File: src/rtl/lsu_bus_if.sv
// ---------------------------------------------------------------------------
// | lsu_bus_if : core data-port and word-bus signal bundle for the LSU       |
// | Revision   : 1.0                                                         |
// ---------------------------------------------------------------------------
`default_nettype none

interface lsu_bus_if;
    logic        core_req_i;
    logic        core_we_i;
    logic [2:0]  core_size_i;
    logic [31:0] core_addr_i;
    logic [31:0] core_wd_i;
    logic        core_stall_o;
    logic [31:0] core_rd_o;
    logic        bus_err_o;
    logic        misalign_o;
    logic        mem_req_o;
    logic        mem_we_o;
    logic [3:0]  mem_be_o;
    logic [31:0] mem_addr_o;
    logic [31:0] mem_wd_o;
    logic [31:0] mem_rd_i;
    logic        mem_ready_i;

    modport master (
        input  core_req_i, core_we_i, core_size_i, core_addr_i, core_wd_i,
        input  mem_rd_i, mem_ready_i,
        output core_stall_o, core_rd_o, bus_err_o, misalign_o,
        output mem_req_o, mem_we_o, mem_be_o, mem_addr_o, mem_wd_o
    );

    modport slave (
        output core_req_i, core_we_i, core_size_i, core_addr_i, core_wd_i,
        output mem_rd_i, mem_ready_i,
        input  core_stall_o, core_rd_o, bus_err_o, misalign_o,
        input  mem_req_o, mem_we_o, mem_be_o, mem_addr_o, mem_wd_o
    );
endinterface

`default_nettype wire

File: src/rtl/lsu_bus_adapter.sv
// ---------------------------------------------------------------------------
// | lsu_bus_adapter : core load/store port to word bus, with bus timeout     |
// | Optional macro LSU_MISALIGN_CHECK_EN aborts misaligned H/W accesses.     |
// | Revision        : 1.0                                                    |
// ---------------------------------------------------------------------------
`default_nettype none

module lsu_bus_adapter #(
    parameter int unsigned TIMEOUT = 255
) (
    input  wire logic clk_i,
    input  wire logic rst_i,
    lsu_bus_if.master bus
);

    typedef enum logic [1:0] {
        ST_IDLE = 2'd0,
        ST_BUSY = 2'd1,
        ST_DONE = 2'd2
    } state_t;

    localparam logic [1:0] KIND_BYTE = 2'd0;
    localparam logic [1:0] KIND_HALF = 2'd1;
    localparam logic [1:0] KIND_WORD = 2'd2;
    localparam logic [7:0] CNT_LAST  = 8'(TIMEOUT - 1);

    state_t      state;
    state_t      state_next;
    logic [7:0]  cnt;
    logic        acc_we;
    logic [2:0]  acc_size;
    logic [1:0]  acc_lo;

    logic        mem_req;
    logic        mem_we;
    logic [3:0]  mem_be;
    logic [31:0] mem_addr;
    logic [31:0] mem_wd;
    logic [31:0] core_rd;
    logic        bus_err;
    logic        misalign;

    logic [1:0]  req_kind;
    logic [3:0]  req_be;
    logic [31:0] req_wd;
    logic        misaligned;
    logic [1:0]  acc_kind;
    logic        acc_unsigned;
    logic [7:0]  rd_byte;
    logic [15:0] rd_half;
    logic [31:0] load_data;

    // Sizes 3/6/7 fall through to word.
    function automatic logic [1:0] size_kind(input logic [2:0] size);
        case (size)
            3'd0, 3'd4: size_kind = KIND_BYTE;
            3'd1, 3'd5: size_kind = KIND_HALF;
            default:    size_kind = KIND_WORD;
        endcase
    endfunction

    always_comb begin
        req_kind = size_kind(bus.core_size_i);
        req_be   = 4'b1111;
        req_wd   = bus.core_wd_i;
        case (req_kind)
            KIND_BYTE: begin
                req_be = 4'b0001 << bus.core_addr_i[1:0];
                req_wd = {4{bus.core_wd_i[7:0]}};
            end
            KIND_HALF: begin
                req_be = 4'b0011 << {bus.core_addr_i[1], 1'b0};
                req_wd = {2{bus.core_wd_i[15:0]}};
            end
            default: ;
        endcase
    end

`ifdef LSU_MISALIGN_CHECK_EN
    assign misaligned = ((req_kind == KIND_HALF) && bus.core_addr_i[0]) ||
                        ((req_kind == KIND_WORD) && (bus.core_addr_i[1:0] != 2'b00));
`else
    assign misaligned = 1'b0;
`endif

    // Lane select uses the size/offset captured at request time, not the live core inputs.
    always_comb begin
        acc_kind     = size_kind(acc_size);
        acc_unsigned = acc_size[2];
        rd_byte      = bus.mem_rd_i[{acc_lo, 3'b000} +: 8];
        rd_half      = bus.mem_rd_i[{acc_lo[1], 4'b0000} +: 16];
        load_data    = bus.mem_rd_i;
        case (acc_kind)
            KIND_BYTE: load_data = acc_unsigned ? {24'd0, rd_byte} : {{24{rd_byte[7]}}, rd_byte};
            KIND_HALF: load_data = acc_unsigned ? {16'd0, rd_half} : {{16{rd_half[15]}}, rd_half};
            default:   ;
        endcase
    end

    always_comb begin
        state_next = state;
        case (state)
            ST_IDLE: begin
                if (bus.core_req_i) begin
                    state_next = misaligned ? ST_DONE : ST_BUSY;
                end
            end
            ST_BUSY: begin
                if (bus.mem_ready_i || (cnt == CNT_LAST)) begin
                    state_next = ST_DONE;
                end
            end
            ST_DONE: state_next = ST_IDLE;
            default: state_next = ST_IDLE;
        endcase
    end

    always_ff @(posedge clk_i) begin
        if (!rst_i) begin
            state <= ST_IDLE;
        end else begin
            state <= state_next;
        end
    end

    always_ff @(posedge clk_i) begin
        if (!rst_i) begin
            cnt      <= 8'd0;
            acc_we   <= 1'b0;
            acc_size <= 3'd0;
            acc_lo   <= 2'd0;
            mem_req  <= 1'b0;
            mem_we   <= 1'b0;
            mem_be   <= 4'd0;
            mem_addr <= 32'd0;
            mem_wd   <= 32'd0;
            core_rd  <= 32'd0;
            bus_err  <= 1'b0;
            misalign <= 1'b0;
        end else begin
            bus_err  <= 1'b0;
            misalign <= 1'b0;
            case (state)
                ST_IDLE: begin
                    if (bus.core_req_i) begin
                        cnt      <= 8'd0;
                        acc_we   <= bus.core_we_i;
                        acc_size <= bus.core_size_i;
                        acc_lo   <= bus.core_addr_i[1:0];
                        if (misaligned) begin
                            misalign <= 1'b1;
                        end else begin
                            mem_req  <= 1'b1;
                            mem_we   <= bus.core_we_i;
                            mem_be   <= req_be;
                            mem_addr <= {bus.core_addr_i[31:2], 2'b00};
                            mem_wd   <= req_wd;
                        end
                    end
                end
                ST_BUSY: begin
                    if (bus.mem_ready_i) begin
                        mem_req <= 1'b0;
                        if (!acc_we) begin
                            core_rd <= load_data;
                        end
                    end else if (cnt == CNT_LAST) begin
                        mem_req <= 1'b0;
                        bus_err <= 1'b1;
                        core_rd <= 32'd0;
                    end else begin
                        cnt <= cnt + 8'd1;
                    end
                end
                default: ;
            endcase
        end
    end

    assign bus.core_stall_o = bus.core_req_i & (state != ST_DONE);
    assign bus.core_rd_o    = core_rd;
    assign bus.bus_err_o    = bus_err;
    assign bus.misalign_o   = misalign;
    assign bus.mem_req_o    = mem_req;
    assign bus.mem_we_o     = mem_we;
    assign bus.mem_be_o     = mem_be;
    assign bus.mem_addr_o   = mem_addr;
    assign bus.mem_wd_o     = mem_wd;

endmodule

`default_nettype wire

File: src/flat_wrapper.sv
// flat-port wrapper written by rule: the top's interface ports become plain ports
module lsu_bus_adapter_flat 
#(
    parameter int unsigned TIMEOUT = 255
)
  (clk_i, rst_i, bus_core_req_i, bus_core_we_i, bus_core_size_i, bus_core_addr_i, bus_core_wd_i, bus_mem_rd_i, bus_mem_ready_i, bus_core_stall_o, bus_core_rd_o, bus_bus_err_o, bus_misalign_o, bus_mem_req_o, bus_mem_we_o, bus_mem_be_o, bus_mem_addr_o, bus_mem_wd_o);
  lsu_bus_if bus_i ();
  input  wire logic clk_i;
  input  wire logic rst_i;
  input wire logic [$bits(bus_i.core_req_i)-1:0] bus_core_req_i;
  input wire logic [$bits(bus_i.core_we_i)-1:0] bus_core_we_i;
  input wire logic [$bits(bus_i.core_size_i)-1:0] bus_core_size_i;
  input wire logic [$bits(bus_i.core_addr_i)-1:0] bus_core_addr_i;
  input wire logic [$bits(bus_i.core_wd_i)-1:0] bus_core_wd_i;
  input wire logic [$bits(bus_i.mem_rd_i)-1:0] bus_mem_rd_i;
  input wire logic [$bits(bus_i.mem_ready_i)-1:0] bus_mem_ready_i;
  output wire logic [$bits(bus_i.core_stall_o)-1:0] bus_core_stall_o;
  output wire logic [$bits(bus_i.core_rd_o)-1:0] bus_core_rd_o;
  output wire logic [$bits(bus_i.bus_err_o)-1:0] bus_bus_err_o;
  output wire logic [$bits(bus_i.misalign_o)-1:0] bus_misalign_o;
  output wire logic [$bits(bus_i.mem_req_o)-1:0] bus_mem_req_o;
  output wire logic [$bits(bus_i.mem_we_o)-1:0] bus_mem_we_o;
  output wire logic [$bits(bus_i.mem_be_o)-1:0] bus_mem_be_o;
  output wire logic [$bits(bus_i.mem_addr_o)-1:0] bus_mem_addr_o;
  output wire logic [$bits(bus_i.mem_wd_o)-1:0] bus_mem_wd_o;
  assign bus_i.core_req_i = bus_core_req_i;
  assign bus_i.core_we_i = bus_core_we_i;
  assign bus_i.core_size_i = bus_core_size_i;
  assign bus_i.core_addr_i = bus_core_addr_i;
  assign bus_i.core_wd_i = bus_core_wd_i;
  assign bus_i.mem_rd_i = bus_mem_rd_i;
  assign bus_i.mem_ready_i = bus_mem_ready_i;
  assign bus_core_stall_o = bus_i.core_stall_o;
  assign bus_core_rd_o = bus_i.core_rd_o;
  assign bus_bus_err_o = bus_i.bus_err_o;
  assign bus_misalign_o = bus_i.misalign_o;
  assign bus_mem_req_o = bus_i.mem_req_o;
  assign bus_mem_we_o = bus_i.mem_we_o;
  assign bus_mem_be_o = bus_i.mem_be_o;
  assign bus_mem_addr_o = bus_i.mem_addr_o;
  assign bus_mem_wd_o = bus_i.mem_wd_o;
  lsu_bus_adapter #(.TIMEOUT(TIMEOUT)) u_core (.clk_i(clk_i), .rst_i(rst_i), .bus(bus_i));
endmodule
File: config.mk
export PLATFORM = sky130hd
export DESIGN_NAME = lsu_bus_adapter_flat
export DESIGN_NICKNAME = d
export VERILOG_FILES = /design/src/rtl/lsu_bus_if.sv /design/src/rtl/lsu_bus_adapter.sv /design/src/flat_wrapper.sv
export SDC_FILE = /design/constraint.sdc
export NUM_CORES = 1
export LEC_CHECK = 0
export ABC_CLOCK_PERIOD_IN_PS = 2400
export CORE_MARGIN = 2
export CORE_UTILIZATION = 30
export DETAILED_ROUTE_END_ITERATION = 7
export HOLD_SLACK_MARGIN = 0.1
export PLACE_DENSITY = 0.68
export SLEW_MARGIN = 10
export SYNTH_ARGS = -nofsm -noshare
export SYNTH_HDL_FRONTEND = slang
export SYNTH_SLANG_ARGS = --single-unit
File: constraint.sdc
create_clock -name clk_i -period 2.4 [get_ports clk_i]
set_clock_uncertainty 0.05 [all_clocks]
set_input_delay 0.36 -clock clk_i [delete_from_list [all_inputs] [get_ports clk_i]]
set_output_delay 0.36 -clock clk_i [all_outputs]
set_load 0.005 [all_outputs]
; Yosys cells after proc, flatten, opt, wreduce, memory -nomap -nowiden
; Index checks and enable logic that the tools add are counted.
[word_totals]
register_bits = 116
inputBits = 104
output_inout_bits = 105
word_cells = 76
[op_classes]
shifts = 4
n_eq_ne = 17
addsub = 1
muxes = 22
n_bitwise = 3
reduce_logical = 18
[ops]
columns = op, count
row1 = $mux 32, 5
row2 = $pmux 32 s2, 2
row3 = $shiftx 32x6->16, 1
row4 = $shiftx 32x6->8, 1
row5 = $mux 8, 3
row6 = $pmux 8 s2, 1
row7 = $eq 3x3->1 const B, 4
row8 = $pmux 2 s2, 3
row9 = $ne 2x2->1 const B, 5
row10 = $add 8x1->8 const B, 1
row11 = $eq 8x8->1 const B, 1
row12 = $pmux 4 s2, 1
row13 = $reduce_or 2->1, 4
row14 = $eq 2x1->1 const B, 3
row15 = $eq 3x1->1 const B, 2
row16 = $logic_not 2->1, 3
row17 = $logic_not 3->1, 2
row18 = $reduce_and 3->1, 2
row19 = $mux 1, 4
row20 = $mux 2, 2
row21 = $reduce_and 2->1, 2
row22 = $reduce_and 4->1, 1
row23 = $reduce_bool 2->1, 2
row24 = $shl 1x2->4 const A, 1
row25 = 8 further kinds, 9

; Logic depth before layout (Yosys ltp)
; Gate-level depths: netlist of the first run.
[logic_depth]
depth_word = 7
depth_mapped = 7
ltp_nobuf = 6

; Worst setup path after synthesis of the first run
; No wires, ideal clock.
[synth_timing]
path_type = register -> register
startpoint = register u_core.acc_lo[1]
endpoint = register u_core.core_rd[21], in the netlist u_core.bus.core_rd_o[21]
t_required_ns = 2.228
stages_incl_launch_ff = 7
path_buffers = 2
t_arrival_ns = 1.553
period_less_slack_ns = 1.724
setup_ns = 0.122
slack_ns = 0.676
cell_sequence = dfxtp_1 > buf_6 > mux2_4 > a22oi_4 > a2111oi_4 > buf_6 > a221o_1
[synth_between]
elab_chain_cells = 5
elab_cells_between_ends = 7
classes_between = 2 x shift / 5 x mux
[synth_lines]
columns = item, line
row1 = from (decl), lsu_bus_adapter.sv:32  ; logic [1:0] acc_lo;
row2 = from (signal assigned), lsu_bus_adapter.sv:149  ; acc_lo <= bus.core_addr_i[1:0];
row3 = $shiftx 32x6->16 or $shiftx 32x6->8 (tied branches), "lsu_bus_adapter.sv:91, lsu_bus_adapter.sv:90"
row4 = $mux 32 (on tied branches), "lsu_bus_adapter.sv:95, lsu_bus_adapter.sv:94"
row5 = $pmux 32 s2 (*), lsu_bus_adapter.sv:93  ; case (acc_kind)
row6 = $mux 32 (*), lsu_bus_adapter.sv:164  ; if (!acc_we) begin
row7 = $mux 32 (*), lsu_bus_adapter.sv:162  ; if (bus.mem_ready_i) begin
row8 = to (signal assigned), lsu_bus_adapter.sv:165  ; core_rd <= load_data;
row9 = to (decl), lsu_bus_adapter.sv:39  ; logic [31:0] core_rd;
; Every way passes the cells marked *; elsewhere a longest branch is shown, timed or not. The select of a mux whose other input is x is not followed.
; A chain may end at the register's enable or synchronous reset.

; Final worst setup path of the first run
[layout_timing]
startpoint = input bus_core_req_i
endpoint = output bus_core_stall_o
[layout_between]
elab_chain_cells = 1
[layout_lines]
columns = item, line
row1 = from (decl), flat_wrapper.sv:10  ; input wire logic [$bits(bus_i.core_req_i)-1:0] bus_core_req_i;
row2 = $and 1x1->1, lsu_bus_adapter.sv:180  ; assign bus.core_stall_o = bus.core_req_i & (state != ST_DONE);
row3 = to (decl), flat_wrapper.sv:17  ; output wire logic [$bits(bus_i.core_stall_o)-1:0] bus_core_stall_o;
; Every way passes these cells.

==> run_results.csv, run 1 <==
group,metric,value,unit
floorplan,core.rowCount,48,
hold_path,worstHoldPathType,"input port to flop",
floorplan,core_area,17100,sq um
finish,final_common_cell,"clkdlybuf4s50_1",
synthesis,synth_cell_type_count,53,
finish,n_antenna_cell,0,
cts,cts_tree,"done",
detailed_routing,routedWlPerCell,15.6,um
worst_setup_path,slowest_delay,0.52,ns
sta,fin_crit_sh,83.0,%
detailed_routing,wl,15800,um
finish,mostFrequentLayoutCells,"clkdlybuf4s50_1 (204), nand2_1 (125), dfxtp_1 (116)",
sta,fin_crit,1.99,ns
detailed_routing,ant_nets,0,
status,status,"complete, no violations",
synthesis,syn_area,5190,sq um
detailed_routing,vias_per_cell,4.81,
cts,clock_latency,0.41,ns
worst_setup_path,critPathTopFamily,"buffers and inverters",
global_routing,grtUsageTotal,17.0,%
global_routing,antenna_found_initial,0,
synthesis,ys_seq_area_share,44.8,%
cts,cts.clk_slew.worst_paths,0.05,ns
worst_setup_path,start_kind,"input port",
floorplan,die-area,18400,sq um
cts,cts-htree-levels,4,
worst_setup_path,worstSetupEndpointType,"primary output",
sta,fin_tns_setup,0,ns
cts,root_buffer,"clkbuf_16",
synthesis,async_reset_ff_share,0,%
global_routing,grt_pass1_vias,4444,
cts,post_cts_buffers,0,
sta,slew_headroom,60.0,%
sta,hold_slack,0.306,ns
worst_setup_path,crit_buf_inv,2,
synthesis,synth-edff-count,0,
flow_run,max-cap-violations,0,
worst_setup_path,crit_type,"input port to primary output",
sta,fmax,502,MHz
placement,gp_congestion,0.802,
synthesis,ys_seq_elements,116,
worst_setup_path,critPathRequiredTime,1.99,ns
sta,finalMaxSlewViolations,0,
floorplan,dieHeight,135,um
cts,ctsHoldBuffers,0,
finish,area_growth,55.8,%
synthesis,synthCells,574,
sta,grt_setup_unrepaired,"no",
detailed_routing,first_pass_iters,4,
worst_setup_path,path_max_fanout,3,
placement,port_buffers,205,
worst_setup_path,cp_common_cell,"clkdlybuf4s50_1",
sta,setup_viol,0,
floorplan,start_util,30.3,%
floorplan,die_w,135,um
synthesis,ys.flop_type,"dfxtp_1",
finish,nets,878,
global_routing,grt_max_degree,94,
sta,hold_viol_final,0,
finish,final_util,47.2,%
power_and_ir_drop,peakVddDrop,0.483,mV
cts,cts_sinks,116,
global_routing,grt_pass1_wl,24200,um
synthesis,synth_warnings,0,
synthesis,syn_area_per_cell,9.04,sq um
detailed_routing,drc_errors,0,
worst_setup_path,arrival,1.58,ns
worst_setup_path,slowest_stage,"clkdlybuf4s50_1",
power_and_ir_drop,p_leak,0.00316,uW
cts,cts_resized,0,
worst_setup_path,cp_cell_sequence,"clkdlybuf4s50_1 > a21boi_0 > clkdlybuf4s50_1",
sta,worst_pin_slew,0.597,ns
cts,numCtsBuffers,17,
finish,drive_above_1_share,9.06,%
global_routing,overflow,0,
power_and_ir_drop,powerDensity,699,nW/um^2
detailed_routing,drtIter0Drc,228,
floorplan,io_pins,209,
detailed_routing,vias,4858,
cts,cts.path.max_buffers,2,
placement,hpwl,11300,um
==> cell type report <==
class	count	area, sq um
sequential	116	2320
timing repair buffer	225	2210
fill	1653	9040
clock buffer	21	460
tap	225	282
multi-input combinational	406	2630
inverter	6	22.5
clock inverter	10	155
==> synth_stat cells (all sizes together) (8+ instances only) <==
cell / number / area share [%]
a21boi: 54 / 7.8
a21oi: 12 / 1.2
a221o: 18 / 3.5
a32o: 8 / 1.5
buf: 12 / 1.7
clkbuf: 36 / 2.6
dfxtp: 116 / 45
mux2: 9 / 2.0
mux2i: 21 / 4.1
nand2: 127 / 9.2
nand2b: 18 / 2.2
nand3: 11 / 1.1
nor2: 12 / 0.87
o211a: 16 / 3.1
o211ai: 10 / 1.4
o21ai: 29 / 2.8
==> power by group <==
part	switching (uW)	leakage [uW]	internal (uW)	total [uW]
logic	369	0.00191	507	876
registers	70.9	0.000950	2040	2120
clock network	882	0.000299	1780	2660
==> flip-flops by register name, indices dropped and copies added, names as in the netlist <==
name / flops
u_core.acc_lo: 2
u_core.acc_size: 3
u_core.bus.bus_err_o: 1
u_core.bus.core_rd_o: 32
u_core.bus.mem_addr_o: 30
u_core.bus.mem_be_o: 4
u_core.bus.mem_req_o: 1
u_core.bus.mem_wd_o: 32
u_core.bus.mem_we_o: 1
u_core.cnt: 8
u_core.state: 2
==> worst paths after layout <==
| kind | start | end | slack, ns | depth (start not counted) |
|---|---|---|---|---|
| worst max-delay path | bus_core_req_i | bus_core_stall_o | 0.41 | 3 |
| worst min-delay path | rst_i | u_core.bus.core_rd_o[1]$_SDFFE_PN0P_ | 0.31 | 3 |
| worst max register to register | u_core.acc_lo[1]$_SDFFE_PN0P_ | u_core.bus.core_rd_o[29]$_SDFFE_PN0P_ | 0.45 | 5 |
| worst min register to register | u_core.bus.mem_addr_o[19]$_SDFFE_PN0P_ | u_core.bus.mem_addr_o[19]$_SDFFE_PN0P_ | 0.41 | 2 |
==> worst min-delay path, delay by kind of cell <==
| kind | cells | cell delay [ns] |
|---|---|---|
| AND/OR/NAND/NOR | 1 | 0.15 |
| AO/OA/AOI/OAI | 1 | 0.09 |
| buffers and inverters | 1 | 0.12 |
==> per-layer routing <==
metal  part of all wire, %  GRT usage, %  vias to the layer above  wire length [um]
li1                      -             -                     2424                 -
met1                    44          21.1                     2223              6970
met2                    44          25.9                      192              7010
met3                    10          8.16                       19              1600
met4                   1.2          5.27                        0               188
met5                     0             0                        -                 0
==> metrics by stage <==
step                      power [uW]  cell area [sq um]  setup slack [ns]  std cells
after global placement          3030               7460             0.287        978
after detailed placement        3040               7460             0.250        978
after global routing            5910               8080             0.358       1009
after floorplan                 2520               5190             0.676        576
final                           5650               8080             0.409       1009
after CTS                       5740               8080             0.387       1009
==> cell families after synthesis <==
| family | after synthesis | share of synthesized area, % |
|---|---|---|
| and+or+nand+nor | 196 | 17.5 |
| adders and majority gates | 2 | 0.482 |
| xor gates and xnor gates | 5 | 0.844 |
| muxes | 30 | 6.08 |
| AOI/OAI and AO/OA | 170 | 25.4 |
| buffers and inverters | 54 | 4.78 |
| other | 1 | 0.0723 |
| DFF | 116 | 44.8 |
Note: power is estimated with default switching activity, not from simulation.
==> inputs of run 2 (changes only) <==
--- a/config.mk
+++ b/config.mk
@@ -5,7 +5,7 @@
 export SDC_FILE = /design/constraint.sdc
 export NUM_CORES = 1
 export LEC_CHECK = 0
-export ABC_CLOCK_PERIOD_IN_PS = 2400
+export ABC_CLOCK_PERIOD_IN_PS = 2000
 export CORE_MARGIN = 2
 export CORE_UTILIZATION = 30
 export DETAILED_ROUTE_END_ITERATION = 7
==> constraint.sdc (replaced) <==
create_clock -name clk_i -period 2 [get_ports clk_i]
set_clock_uncertainty 0.05 [all_clocks]
set_input_delay 0.3 -clock clk_i [delete_from_list [all_inputs] [get_ports clk_i]]
set_output_delay 0.3 -clock clk_i [all_outputs]
set_load 0.005 [all_outputs]
==> run 2 against run 1 <==
Effect of this change:
- worst hold slack lost 0.036 ns
- clock power up 25%
- die area stayed put
- total power up 23%
- wire length rose by 0.37%
- critical path type is now flop to primary output
- critical endpoint unchanged
- largest cell class unchanged
==> run_results.csv, run 2 (synthesis results as in run 1) <==
group,metric,value,unit
sta,fin_crit_sh,94.8,%
finish,nets,880,
power_and_ir_drop,power_switching,1610,uW
detailed_routing,drc_errors,0,
worst_setup_path,endpoint,"bus_core_stall_o",
detailed_routing,route.met2.wl,6990,um
placement,hpwl,11400,um
floorplan,die_w,135,um
floorplan,io_pins,209,
finish,n_antenna_cell,0,
floorplan,core_area,17100,sq um
detailed_routing,ant_nets,0,
cts,cts_tree,"done",
power_and_ir_drop,pwr-share-comb,15.4,%
power_and_ir_drop,power_frac_clock,48.0,%
placement,dp_slack,-0.109,ns
power_and_ir_drop,pwr-share-seq,36.6,%
placement,dpl.cell_count,980,
floorplan,dieHeight,135,um
global_routing,overflow,0,
worst_setup_path,r2r_cells,6,
finish,final_common_cell,"clkdlybuf4s50_1",
detailed_routing,wl,15800,um
finish,ff_latch_area,2320,sq um
global_routing,antenna_found_initial,0,
cts,post_cts_buffers,0,
detailed_routing,drtIter0Drc,249,
finish,final_util,47.7,%
finish,drive_above_1_share,9.40,%
detailed_routing,routedWlPerCell,15.6,um
sta,fin_tns_setup,0,ns
worst_setup_path,crit_path_start,"u_core.state[0]$_SDFFE_PN0P_",
floorplan,start_util,30.3,%
detailed_routing,vias_per_cell,4.81,
floorplan,die-area,18400,sq um
global_routing,grtUsageTotal,17.5,%
worst_setup_path,critPathRequiredTime,1.65,ns
worst_setup_path,worstSetupEndpointType,"primary output",
hold_path,worstHoldPathType,"input port to flop",
placement,port_buffers,205,
power_and_ir_drop,p_sw_share,23.2,%
sta,hold_viol_final,0,
power_and_ir_drop,powerDensity,849,nW/um^2
floorplan,core.rowCount,48,
worst_setup_path,crit_type,"flop to primary output",
cts,root_buffer,"clkbuf_16",
sta,finalMaxSlewViolations,0,
cts,cts_sinks,116,
power_and_ir_drop,p_leak,0.00319,uW
power_and_ir_drop,cell_internal_pwr,5320,uW
finish,area_growth,57.4,%
sta,setup_viol,0,
worst_setup_path,path_max_fanout,5,
power_and_ir_drop,peakVddDrop,0.530,mV
detailed_routing,m1WireLength,6970,um
global_routing,grt_pass1_wl,25200,um
worst_setup_path,r2r-end,"u_core.bus.core_rd_o[27]$_SDFFE_PN0P_",
cts,cts.path.max_buffers,2,
finish,mostFrequentLayoutCells,"clkdlybuf4s50_1 (204), nand2_1 (125), dfxtp_1 (116)",
worst_setup_path,timing.rr.start,"u_core.cnt[0]$_SDFFE_PN0P_",
cts,cts.clk_slew.worst_paths,0.06,ns
cts,clock_latency,0.42,ns
finish,fill_cells,1676,
sta,finalWorstSetupSlack,0.104,ns
finish,multi_input_area,2630,sq um
detailed_routing,route.top_layer_used,"met4",
flow_run,max-cap-violations,0,
cts,cts-htree-levels,4,
sta,grt_setup_unrepaired,"no",
worst_setup_path,start_kind,"flop",
worst_setup_path,reg2reg_slack,0.16,ns
cts,numCtsBuffers,17,
cts,ctsHoldBuffers,0,
sta,worst_pin_slew,0.579,ns
detailed_routing,first_pass_iters,5,
global_routing,grt_max_degree,55,
global_routing,grt_pass1_vias,4741,
detailed_routing,route.met3.wl,1620,um
cts,cts_resized,0,
placement,gp_congestion,0.802,
sta,slew_headroom,61.4,%
detailed_routing,vias,4867,
sta,fin_crit,1.90,ns
sta,fmax,527,MHz
status,status,"complete, no violations",
worst_setup_path,arrival,1.55,ns
finish,layoutNonFillerInstCount,1012,
## run 2: cell types whose count changed in the layout (fill, tap and decap cells not counted)
cell      delta
buf_4        -1
clkbuf_8     +3
clkinv_2     -2
buf_12       +3
## run 2: final cells by class
cell class,count,area share [%]
multi-input cells,406,32.2
flip-flops and latches,116,28.4
repair buffers,227,27.7
clock buffers,24,6.15
well taps,225,3.45
clock inverters,8,1.78
inverters,6,0.276
## run 2: per-stage QoR
stage          hold slack (ns)  instance area, sq um  power (uW)
2_1_floorplan            0.388                  5190        3030
3_3_place_gp             0.398                  7520        3660
3_5_place_dp             0.399                  7520        3660
4_1_cts                  0.258                  8160        7020
5_1_grt                  0.281                  8160        7230
6_report                 0.271                  8160        6930
## run 2: worst min-delay path by stage
stage	cells past startpoint	endpoint	start
3_5_place_dp	1	u_core.bus.core_rd_o[5]$_SDFFE_PN0P_	u_core.bus.core_rd_o[5]$_SDFFE_PN0P_
4_1_cts	4	u_core.bus.core_rd_o[1]$_SDFFE_PN0P_	rst_i
6_report	4	u_core.bus.core_rd_o[1]$_SDFFE_PN0P_	rst_i
5_1_grt	4	u_core.bus.core_rd_o[0]$_SDFFE_PN0P_	rst_i
2_1_floorplan	1	u_core.bus.core_rd_o[21]$_SDFFE_PN0P_	bus_mem_rd_i[21]
3_3_place_gp	1	u_core.bus.core_rd_o[2]$_SDFFE_PN0P_	u_core.bus.core_rd_o[2]$_SDFFE_PN0P_
## run 2: power by group through the flow
| stage | Clock [uW] | Combinational, uW | Sequential (uW) |
|---|---|---|---|
| floorplan | 0 | 443 | 2580 |
| global placement | 0 | 1080 | 2580 |
| detailed placement | 0 | 1080 | 2580 |
| CTS | 3400 | 1080 | 2540 |
| global route | 3510 | 1170 | 2550 |
| finish | 3330 | 1070 | 2530 |
## run 2: layer usage
layer  GRT usage, %  vias up
met5              0        -
met4           5.50        0
met3           8.45       22
met2           27.2      182
met1           21.5     2231
li1               -     2432
## run 2: worst max-delay path: stages (launching register included)
cell and delay (ns):
dfxtp_1 0.39, inv_1 0.05, a21boi_0 0.17, clkdlybuf4s50_1 0.52
